`src/rtl/shout_clk_bank.sv`:
```
// Bank of NCH programmable clock dividers with per-channel phase, mode and RNG jitter.
// Config is double-buffered (shadow -> active) and swapped only on a wrap to avoid runt pulses.
module shout_clk_bank #(
  parameter int unsigned NCH         = 4,
  parameter int unsigned CW          = 8,
  parameter int unsigned RW          = 5,
  parameter int unsigned DIV_DEFAULT = 4,
  parameter int unsigned JMASK       = 3,
  localparam int unsigned CHW        = (NCH > 1) ? $clog2(NCH) : 1
) (
  input  logic             clk_in,
  input  logic             reset,
  input  logic [RW-1:0]    rnd,
  input  logic [NCH-1:0]   ch_en,
  input  logic             cfg_we,
  input  logic [CHW-1:0]   cfg_ch,
  input  logic [CW-1:0]    cfg_div,
  input  logic [CW-1:0]    cfg_phase,
  input  logic [1:0]       cfg_mode,
  output logic [NCH-1:0]   clk_out,
  output logic [NCH-1:0]   strobe_out,
  output logic [NCH-1:0]   cfg_pend
);

  localparam logic [1:0] ModeToggle = 2'd0;
  localparam logic [1:0] ModePulse  = 2'd1;
  localparam logic [1:0] ModeJitter = 2'd2;

  for (genvar i = 0; i < NCH; i++) begin : g_ch
    logic [CW-1:0] cnt_q, cnt_d;
    logic [CW-1:0] act_div_q, act_div_d, act_ph_q, act_ph_d;
    logic [CW-1:0] sh_div_q, sh_div_d, sh_ph_q, sh_ph_d;
    logic [1:0]    act_mode_q, act_mode_d, sh_mode_q, sh_mode_d;
    logic [RW-1:0] rlat_q, rlat_d;
    logic          clk_q, clk_d, stb_q, stb_d, pend_q, pend_d, en_q;
    logic          sel, wrap;
    logic [CW-1:0] term, jit, ld;

    // Only indices below NCH can ever match, so out-of-range writes are dropped.
    assign sel = cfg_we && (cfg_ch == CHW'(i));

    always_comb begin
      jit  = CW'(rlat_q) & CW'(JMASK);
      term = act_div_q;
      if (act_mode_q == ModeJitter) begin
        term = act_div_q ^ jit;
        if (term == '0) term = CW'(1);
      end
      ld   = (act_ph_q < act_div_q) ? act_ph_q : act_div_q;
      wrap = ch_en[i] && en_q && (cnt_q == term);
    end

    always_comb begin
      cnt_d      = cnt_q;
      act_div_d  = act_div_q;
      act_ph_d   = act_ph_q;
      act_mode_d = act_mode_q;
      sh_div_d   = sh_div_q;
      sh_ph_d    = sh_ph_q;
      sh_mode_d  = sh_mode_q;
      rlat_d     = rlat_q;
      clk_d      = clk_q;
      stb_d      = stb_q;
      pend_d     = pend_q;

      if (!ch_en[i]) begin
        clk_d = 1'b0;
        stb_d = 1'b0;
        if (sel) begin
          sh_div_d   = cfg_div;
          sh_ph_d    = cfg_phase;
          sh_mode_d  = cfg_mode;
          act_div_d  = cfg_div;
          act_ph_d   = cfg_phase;
          act_mode_d = cfg_mode;
          pend_d     = 1'b0;
        end
      end else begin
        if (!en_q) begin
          cnt_d  = ld;
          rlat_d = '0;
          clk_d  = 1'b0;
          stb_d  = 1'b0;
        end else if (wrap) begin
          cnt_d  = '0;
          rlat_d = rnd;
          unique case (act_mode_q)
            ModeToggle, ModeJitter: begin
              clk_d = ~clk_q;
              stb_d = 1'b1;
            end
            ModePulse: begin
              clk_d = 1'b1;
              stb_d = 1'b1;
            end
            default: begin
              clk_d = 1'b0;
              stb_d = 1'b0;
            end
          endcase
          // The wrap consumes the shadow as it stood before any same-cycle write.
          if (pend_q) begin
            act_div_d  = sh_div_q;
            act_ph_d   = sh_ph_q;
            act_mode_d = sh_mode_q;
            pend_d     = 1'b0;
          end
        end else begin
          cnt_d = cnt_q + CW'(1);
          stb_d = 1'b0;
          if (act_mode_q != ModeToggle && act_mode_q != ModeJitter) clk_d = 1'b0;
        end
        if (sel) begin
          sh_div_d  = cfg_div;
          sh_ph_d   = cfg_phase;
          sh_mode_d = cfg_mode;
          pend_d    = 1'b1;
        end
      end
    end

    always_ff @(posedge clk_in or negedge reset) begin
      if (!reset) begin
        cnt_q      <= '0;
        act_div_q  <= CW'(DIV_DEFAULT);
        act_ph_q   <= '0;
        act_mode_q <= ModeToggle;
        sh_div_q   <= CW'(DIV_DEFAULT);
        sh_ph_q    <= '0;
        sh_mode_q  <= ModeToggle;
        rlat_q     <= '0;
        clk_q      <= 1'b0;
        stb_q      <= 1'b0;
        pend_q     <= 1'b0;
        en_q       <= 1'b0;
      end else begin
        cnt_q      <= cnt_d;
        act_div_q  <= act_div_d;
        act_ph_q   <= act_ph_d;
        act_mode_q <= act_mode_d;
        sh_div_q   <= sh_div_d;
        sh_ph_q    <= sh_ph_d;
        sh_mode_q  <= sh_mode_d;
        rlat_q     <= rlat_d;
        clk_q      <= clk_d;
        stb_q      <= stb_d;
        pend_q     <= pend_d;
        en_q       <= ch_en[i];
      end
    end

    assign clk_out[i]    = clk_q;
    assign strobe_out[i] = stb_q;
    assign cfg_pend[i]   = pend_q;
  end

endmodule

```
`config.mk`:
```
export PLATFORM = sky130hd
export DESIGN_NAME = shout_clk_bank
export DESIGN_NICKNAME = d
export VERILOG_FILES = /design/src/rtl/shout_clk_bank.sv
export SDC_FILE = /design/constraint.sdc
export NUM_CORES = 1
export LEC_CHECK = 0
export BUFFER_PORTS_ARGS = -buffer_cell sky130_fd_sc_hd__buf_2
export CAP_MARGIN = 5
export CORE_MARGIN = 2
export CORE_UTILIZATION = 50
export CTS_CLUSTER_DIAMETER = 150
export DETAILED_ROUTE_END_ITERATION = 7
export PLACE_DENSITY = 0.67
export RECOVER_POWER = 25
export SLEW_MARGIN = 20
export SYNTH_ARGS = -nofsm -noshare
export SYNTH_HDL_FRONTEND = slang
export SYNTH_SLANG_ARGS = --single-unit
```
`constraint.sdc`:
```
create_clock -name clk_in -period 3.7 [get_ports clk_in]
set_clock_uncertainty 0.15 [all_clocks]
set_input_delay 0.555 -clock clk_in [delete_from_list [all_inputs] [get_ports clk_in]]
set_output_delay 0.555 -clock clk_in [all_outputs]
set_load 0.005 [all_outputs]
```
==> impl_results.md, run 1 <==
- GR Overflow Total: 0
- Die Ht: 152 um
- Worst Reg-to-Reg Cells: 7
- Hold_buf cts: 0
- Max rail drop VDD: around 0.34 mV
- Worst hold start: cfg_phase[0]
- Largest net degree at the start of global routing: 90
- Yosys warns: 0
- HPWL Detailed: roughly 17000 um
- Worst reg2reg endpoint: g_ch[1].cnt_q[3]
- Post-synthesis async set-or-reset flop share: 100%
- Violated checks: max-capacitance violations, max-slew violations
- CP Max Fanout: 39
- Net count after synthesis: 1161
- Final cell count without fillers: ~1400
- Unrepaired setup endpoints after global routing: false
- Die Wd: roughly 150 um
- Worst endpoint required time: around 3800 ps
- Clk slew on worst S/H paths: roughly 70 ps
- Detail Route Antenna Nets: 0
- Status: complete, but fails checks
- TNS Setup: 0 ps
- P_leak: between 0.005 and 0.006 uW
- Total number of vias: ~8600
- Area leader, netlist: dfrtp_1
- Drt first-iter violations: between 500 and 600
- Final wirelength: around 26000 um
- Kind of critical path: primary input to flip-flop
- Drt pass-1 iters: 4
- Clk sinks: 200
- Port Buffers: 40
- Placer Congestion: 0.848
- Max Cap Viol: 4
- R2R Setup Slk: roughly 900 ps
- FP Rows: 54
- First-pass GRT wire length: 43600 um
- Worst-Margin Slew: 2300 ps
- Yosys cell types: 60
- Core Box Area: approximately 22000 um^2
- Top post-synthesis cells by area: dfrtp_1 44%, mux2_2 6.2%, o32ai_1 5.0%
- Max Fclk: roughly 0.33 GHz
- Share of post-route cells with drive strength above 1: 14.6%
- Post-synth top area share: a little over two fifths
- DRC: 0
- Top_reg_cell synth: dfrtp_1
- Syn Inst Count: about 1100
- PD cells: 594 nW/um^2
- Vias per Instance: just over 6
- Setup crit start kind: primary input
- Nets: 1158
- Min Tclk post-route: just over 3000 ps
- Post-synth EDFFs: 0
- Area growth from synthesis to layout: 8.60%
- Clk_lat worst skew: 440 ps
- Filler cell count: slightly below 2000
- Register area share after synthesis: 45.9%
- Post-CTS Resized: 0
- Number of global-route vias before repair: a little over 8000
- # H-tree levels: 4
- Clock root cell: clkbuf_16
- Final max-slew violation count: 203
- Syn_area_per_cell: around 10 um^2
- CTS tree: yes
- Inserted Diodes: 0
- Placed cell area: 11300 um^2
- Cell area after layout: about 12000 um^2
- FF-to-FF Start: g_ch[1].act_div_q[2]
- Final Hold Vio Count: 0
- Setup Viol. Count Final: 0
- Die ar.: ~23000 um^2
- CTS max path bufs: 2
- Initial antenna violation count: 0
- Number of setup buffers added after CTS: 0
- Initial core utilization: between 50% and 60%
- Hold depth: 3
- Slew HR: -53.4%
- IO Pins: 44
- Placed cells: about 1400
- Total power: about 7000 uW
- Worst setup EP type: flip-flop
- CTS buffer count: 17
- Routed len/inst: 19.1 um
- Total GRT Usage: between 20% and 30%
- Synth Cell Area: between 10000 and 15000 um^2
- Hold Path Sink: g_ch[2].sh_ph_q[0]
- Fin crit share: 82.1%
- Min-delay worst type: primary input to flip-flop
- Seq cells post-synth: 200
- Crit path DAT: 3140 ps
-- critical path: stages --
cell and delay [ps]:
clkbuf_1 1220, nand4_1 340, nor3_1 400, nand3_1 150, and3_1 200, o21ai_0 140
o221ai_1 130
-- cell type report --
| type | instances | area [um^2] | area share (%) |
|---|---|---|---|
| clock inverters | 13 | 171 | 1.44 |
| well taps | 280 | 350 | 2.95 |
| flip-flops and latches | 200 | 5010 | 42.3 |
| inverters | 61 | 229 | 1.93 |
| repair buffers | 57 | 330 | 2.78 |
| multi-input cells | 757 | 5320 | 44.9 |
| clock buffers | 19 | 443 | 3.73 |
-- worst max path at each step --
stage | start | end | slack, ps | cells past startpoint
after global routing | ch_en[3] | g_ch[3].cnt_q[7] | 450 | 7
after detailed placement | g_ch[1].act_div_q[2] | g_ch[1].cnt_q[3] | 940 | 7
after global placement | g_ch[1].act_div_q[2] | g_ch[1].cnt_q[2] | 970 | 7
after floorplan | g_ch[1].act_div_q[2] | g_ch[1].cnt_q[2] | 1150 | 7
after CTS | g_ch[1].act_div_q[2] | g_ch[1].cnt_q[3] | 900 | 7
final | ch_en[3] | g_ch[3].cnt_q[7] | 660 | 7
-- metal layers --
layer | GRT usage, % | part of all wire [%] | vias to the layer above
li1 | - | - | 4051
met1 | 33.0 | 47 | 4286
met2 | 36.3 | 47 | 183
met3 | 3.99 | 3.5 | 39
met4 | 8.54 | 3.2 | 0
met5 | 0 | 0 | -
-- power by group --
part / switching, uW / internal [uW] / total (uW)
Sequential: 545 / 2670 / 3220
Combinational: 938 / 929 / 1870
Clock: 873 / 1090 / 1960
-- sequential cells by signal, summed over array words and instances, names as in the netlist --
signal / cells
g_ch.act_div_q: 32
g_ch.act_ph_q: 32
g_ch.cnt_q: 32
g_ch.sh_div_q: 32
g_ch.sh_ph_q: 32
g_ch.act_mode_q: 8
g_ch.rlat_q: 8
g_ch.sh_mode_q: 8
g_ch.clk_q: 4
g_ch.en_q: 4
g_ch.pend_q: 4
g_ch.stb_q: 4
-- logic make-up after synthesis --
group           after synthesis  synth area share [%]
flops                       200                  45.9
fa+ha+maj                    32                  3.67
simple gates                313                  13.9
mux                         101                  9.94
xor+xnor                     39                  3.13
buf+inv                     140                  5.46
compound gates              272                  18.0
-- per-stage QoR --
step / setup slack (ps) / utilization, % / hold WS (ps)
detailed placement: 938 / 52.1 / 302
global placement: 974 / 52.1 / 299
global route: 454 / 54.9 / 281
floorplan: 1150 / - / 109
CTS: 905 / 54.9 / 42.3
finish: 664 / 54.9 / 283
-- cells in the mapped netlist, types with 4 or more instances --
cell type and n:
o32ai_1 62, or3_1 6, xnor2_1 27, nand4_1 15
and3_1 13, ha_1 32, o221ai_1 31, o31ai_1 8
nand2_1 106, nor3_1 6, buf_4 13, dfstp_2 8
mux2i_1 41, nor4_1 8, buf_2 6, nor2b_1 8
a211oi_1 23, a31oi_1 8, xor2_1 12, buf_1 4
a21oi_1 66, clkbuf_1 54, inv_1 60, nand2b_1 12
o2111ai_1 4, nand3_1 50, mux2_2 60, o221a_1 7
o21ai_0 29, dfrtp_1 192, nand3b_1 9, nor2_1 62
-- placed cells by master, fill, tap and decap left out, types with 9 or more instances in the layout --
cell type	netlist	layout
inv_1	60	60
a211oi_1	23	23
xnor2_1	27	27
o221ai_1	31	31
nor2_1	62	61
and3_1	13	13
o21ai_0	29	29
mux2_2	60	60
a21oi_1	66	66
clkbuf_16	0	17
o32ai_1	62	62
nand3_1	50	50
buf_4	13	14
ha_1	32	32
buf_2	6	36
nand3b_1	9	9
xor2_1	12	12
mux2i_1	41	41
nand2_1	106	106
nand2b_1	12	12
nand4_1	15	15
dfrtp_1	192	192
Note: power is estimated with default switching activity, not from simulation.
==> run 2, diff against run 1 <==
--- a/config.mk
+++ b/config.mk
@@ -11,7 +11,7 @@
 export CORE_UTILIZATION = 50
 export CTS_CLUSTER_DIAMETER = 150
 export DETAILED_ROUTE_END_ITERATION = 7
-export PLACE_DENSITY = 0.67
+export PLACE_DENSITY = 0.69
 export RECOVER_POWER = 25
 export SLEW_MARGIN = 20
 export SYNTH_ARGS = -nofsm -noshare
==> constraint.sdc (replaced) <==
create_clock -name clk_in -period 2.7 [get_ports clk_in]
set_clock_uncertainty 0.15 [all_clocks]
set_input_delay 0.405 -clock clk_in [delete_from_list [all_inputs] [get_ports clk_in]]
set_output_delay 0.405 -clock clk_in [all_outputs]
set_load 0.005 [all_outputs]
==> run 2 against run 1 <==
  * The flow still finishes with violations (max-capacitance violations, max-slew violations)
  * Combinational power grew 44%
  * First-iteration DRC count increased by 5.9%
  * Count of clock-buffer cells in the layout rose by 1
  * Die area unchanged
  * Hold slack worse by 150 ps
  * Global-route usage increased by 0.30 points
  * Utilization rose by 1.0 points
  * Largest power group unchanged
  * Highest routed layer unchanged
==> impl_results.md, run 2 (synthesized netlist as in run 1, its figures left out) <==
- Switch Pwr: between 3000 and 4000 uW
- Worst setup EP type: flip-flop
- Finished Core Util: 55.9%
- HPWL Detailed: about 18000 um
- Most frequent cells in the layout: 192 x dfrtp_1, 106 x nand2_1, 66 x a21oi_1
- Sum of buffers and inverters on the critical path: 1
- Largest net degree at the start of global routing: 79
- IO Pins: 44
- Worst endpoint required time: ~2900 ps
- Violated checks: max-capacitance violations, max-slew violations
- Int Power: approximately 6600 uW
- Crit path DAT: ~2700 ps
- GR Overflow Total: 0
- Sequential Power Share: about 44%
- Min Tclk post-route: roughly 2500 ps
- Number of global-route vias before repair: approximately 8400
- Die ar.: 23000 um^2
- Worst-Margin Slew: 1690 ps
- Drt pass-1 iters: 5
- R2R Setup Slk: around 160 ps
- Initial antenna violation count: 0
- Max rail drop VDD: 0.458 mV
- CP Max Fanout: 5
- Worst hold start: cfg_phase[6]
- CTS tree: yes
- Final cell count without fillers: about 1400
- Clk_lat worst skew: about 440 ps
- Total GRT Usage: about a quarter
- Comb power frac: 27.4%
- Max Cap Viol: 2
- Routed len/inst: 19.1 um
- Top Metal Used: met4
- First-pass GRT wire length: about 44000 um
- Detail Route Antenna Nets: 0
- Final Hold Vio Count: 0
- Commonest non-fill, non-tap cell in the layout: dfrtp_1
- Share of post-route cells with drive strength above 1: roughly 16%
- Final max-slew violation count: 70
- Cell Chain, Critical Path: inv_1 -> ha_1 -> o2111ai_1 -> o221a_2 -> nor2_2 -> mux2_2 -> a221o_1
- Switching share of power: between 30% and 40%
- Total number of vias: 8669
- PD cells: between 800 and 900 nW/um^2
- Slowest CP cell: dfstp_2
- Worst reg2reg endpoint: g_ch[1].cnt_q[2]
- Initial core utilization: about half
- P_leak: about 0.0052 uW
- Final wirelength: approximately 27000 um
- Placed cells: between 1000 and 1500
- FF-to-FF Start: g_ch[1].act_div_q[2]
- DRT met1 WL: about 12000 um
- Vias per Instance: between 6 and 7
- Area growth from synthesis to layout: 10.6%
- TNS Setup: 0 ps
- Clk sinks: 200
- DRC: 0
- Setup Viol. Count Final: 0
- Clock root cell: clkbuf_16
- Core Box Area: approximately 22000 um^2
- Unrepaired setup endpoints after global routing: false
- CTS max path bufs: 2
- Crit. path cell count: 7
- FP Rows: 54
- Drt first-iter violations: 575
- Placer Congestion: 0.855
- Filler cell count: ~1900
- Delay-heaviest family, CP: compound AO/OA/AOI/OAI gates
- Largest stage delay, worst path: about 530 ps
- WL met2: 12700 um
- # H-tree levels: 4
- Port Buffers: 40
- CTS buffer count: 17
- Kind of critical path: flip-flop to flip-flop
- Clk pwr share: between 20 and 30%
- Worst Reg-to-Reg Cells: 7
- Die Wd: between 150 and 200 um
- Clk slew on worst S/H paths: 70 ps
- Routed met3 length: about 1300 um
- Slew HR: -12.6%
- Min-delay worst type: primary input to flip-flop
- Fin crit share: 93.9%
- Max Fclk: 0.394 GHz
- Setup crit start kind: flip-flop
- Status: complete, but fails checks
- Die Ht: approximately 150 um
- CP Launch Point: g_ch[1].act_div_q[2]
- CP Capture Point: g_ch[1].cnt_q[2]
- Nets: ~1200
- Inserted Diodes: 0
==> run 2: worst register-to-register path: stages, from the launching register on <==
cell and delay (ps):
dfstp_2 530, inv_1 40, ha_1 270, o2111ai_1 150, o221a_2 360, nor2_2 240
mux2_2 360, a221o_1 310
==> run 2: final cells by class <==
type                       instances  area, um^2  area share [%]
timing repair buffer              78         544            4.50
tap                              280         350            2.90
clock inverter                    12         173            1.43
sequential                       200        5010            41.5
clock buffer                      20         457            3.78
inverter                          61         229            1.89
multi-input combinational        757        5320            44.0
==> run 2: how the worst min path moves through the flow <==
stage / slack, ps / cells after the start / end
3_3_place_gp: 300 / 2 / g_ch[2].sh_div_q[2]
6_report: 130 / 3 / g_ch[2].sh_ph_q[6]
3_5_place_dp: 310 / 2 / g_ch[2].sh_div_q[7]
5_1_grt: 140 / 3 / g_ch[2].sh_ph_q[6]
4_1_cts: 60 / 1 / g_ch[3].en_q
2_1_floorplan: -40 / 0 / g_ch[0].act_div_q[0]
==> run 2: stage by stage <==
step                instance area (um^2)  worst slack, ps  hold WS (ps)  total power [uW]
floorplan                          10900              153         -40.6              6280
finish                             12100              165           132              9860
detailed placement                 11500              114           313              7100
global placement                   11500              180           298              6970
global route                       12100             37.6           139             10500
CTS                                12100             84.7          56.1              9900
==> run 2: metal layers <==
layer,track usage [%],vias up
met2,37.5,222
li1,-,4093
met4,7.17,0
met1,33.2,4315
met3,4.19,39
met5,0,-
==> run 2: repair_timing <==
item	CTS	global route
buffers inserted	0	0
hold buffers	1	0
endpoints found under the setup margin	0	3
hold endpoints to repair	71	0
resized for setup	0	1
==> run 2: power by group through the flow <==
stage | Sequential [uW] | Clock [uW] | Combinational, uW
3_5_place_dp | 4430 | 0 | 2670
3_3_place_gp | 4390 | 0 | 2570
2_1_floorplan | 4200 | 0 | 2080
5_1_grt | 4480 | 2940 | 3030
6_report | 4380 | 2780 | 2700
4_1_cts | 4380 | 2820 | 2700
==> run 3, diff against run 2 <==
--- a/config.mk
+++ b/config.mk
@@ -12,7 +12,6 @@
 export CTS_CLUSTER_DIAMETER = 150
 export DETAILED_ROUTE_END_ITERATION = 7
 export PLACE_DENSITY = 0.69
-export RECOVER_POWER = 25
 export SLEW_MARGIN = 20
 export SYNTH_ARGS = -nofsm -noshare
 export SYNTH_HDL_FRONTEND = slang
==> run 3 against run 2 <==
  * Global-route usage unchanged
  * Clock power hardly changed
  * Register-to-register slack about the same
  * Largest cell class unchanged
  * The run now ends clean
  * Utilization increased by 0.21 points
==> impl_results.md, run 3 (synthesized netlist as in run 1, its figures left out) <==
- Final max-slew violation count: 0
- Total number of vias: between 8000 and 9000
- Hold slack: between 70 and 80 ps
- Slew HR: a little under half
- Clk_lat worst skew: roughly 440 ps
- Max Cap Viol: 0
- Area growth from synthesis to layout: 11.0%
- Worst-Margin Slew: 785 ps
- Final Hold Vio Count: 0
- Final wirelength: 26900 um
- Unrepaired setup endpoints after global routing: false
- Commonest non-fill, non-tap cell in the layout: dfrtp_1
- CTS max path bufs: 2
- CTS tree: yes
- DRC: 0
- Port Buffers: 40
- Vias per Instance: 6.15
- Worst endpoint required time: ~2900 ps
- Inserted Diodes: 0
- Initial antenna violation count: 0
- P_leak: 0.00527 uW
- Fin crit share: between 90% and 100%
- CP Max Fanout: 5
- Min-delay worst type: primary input to flip-flop
- Die Wd: around 150 um
- Clk sinks: 200
- Routed len/inst: 19.1 um
- Kind of critical path: flip-flop to flip-flop
- Core Box Area: ~22000 um^2
- Drt pass-1 iters: 5
- Final cell count without fillers: 1408
- Number of global-route vias before repair: 8384
- Setup crit start kind: flip-flop
- First-pass GRT wire length: 44300 um
- Largest net degree at the start of global routing: 79
- Drt first-iter violations: 595
- Min Tclk post-route: about 2500 ps
- GR Overflow Total: 0
- Die Ht: approximately 150 um
- Detail Route Antenna Nets: 0
- IO Pins: 44
- CTS buffer count: 17
- FP Rows: 54
- Status: complete, no violations
- Most frequent cells in the layout: 192 x dfrtp_1, 106 x nand2_1, 66 x a21oi_1
- Clk slew on worst S/H paths: about 70 ps
- Placed cells: 1375
- PD cells: between 800 and 900 nW/um^2
- Setup Viol. Count Final: 0
- Number of setup buffers added after CTS: 0
- Worst setup EP type: flip-flop
- Max Fclk: around 0.4 GHz
- # H-tree levels: 4
- Clock root cell: clkbuf_16
- Initial core utilization: around 51%
- Nets: about 1200
- Max rail drop VDD: roughly 0.46 mV
- Crit path DAT: between 2000 and 3000 ps
- Die ar.: about 23000 um^2
- Placer Congestion: 0.855
- Total GRT Usage: 23.6%
- HPWL Detailed: 17700 um
- Share of post-route cells with drive strength above 1: ~17%
- TNS Setup: 0 ps
-- run 3: through the flow --
stage	instance area [um^2]	util, %	total power (uW)	setup WS [ps]
final	12100	56.1	9870	157
after global routing	12100	56.1	10500	49.8
after CTS	12100	56.1	9900	84.7
after detailed placement	11500	53.1	7100	114
after floorplan	10900	-	6280	153
after global placement	11500	53.1	6970	180
-- run 3: path summary, 6_finish.rpt --
path	startpoint	to	slack, ps	depth (start not counted)
worst min-delay path	ch_en[3]	g_ch[3].en_q	70	1
worst max-delay path	g_ch[1].act_div_q[2]	g_ch[1].cnt_q[2]	160	7
min in group asynchronous	reset	g_ch[3].cnt_q[5]	430	2
max in group asynchronous	reset	g_ch[1].act_div_q[2]	1220	3
worst max register to register	g_ch[1].act_div_q[2]	g_ch[1].cnt_q[2]	160	7
worst min register to register	g_ch[2].sh_div_q[4]	g_ch[2].sh_div_q[4]	330	2
-- run 3: repair_timing --
| action | in CTS | in global routing |
|---|---|---|
| hold buffers | 1 | 0 |
| gates resized for setup | 0 | 1 |
| hold endpoints to repair | 71 | 0 |
| endpoints found under the setup margin | 0 | 3 |
-- run 3: cell type report --
class                   instances  area [um^2]
clock buffers                  20          457
clock inverters                12          173
fillers                      1879         9490
inverters                      61          229
multi-input cells             757         5320
flip-flops and latches        200         5010
well taps                     280          350
repair buffers                 78          584
-- run 3: power breakdown --
group	internal [uW]	switching, uW
Clock	1600	1180
Sequential	3660	723
Combinational	1350	1360
Total	6610	3260
-- run 3: worst max-delay path: stages (launching register included) --
cell and delay, ps:
dfstp_2 530, inv_1 40, ha_1 270, o2111ai_1 160
o221a_2 370, nor2_2 240, mux2_2 360, a221o_1 310
-- run 3: per-layer routing --
metal	up-vias	wire, um	track usage [%]
li1	4098	-	-
met1	4327	12400	33.2
met2	203	12700	37.5
met3	35	1150	4.19
met4	0	585	7.17
met5	-	0	0
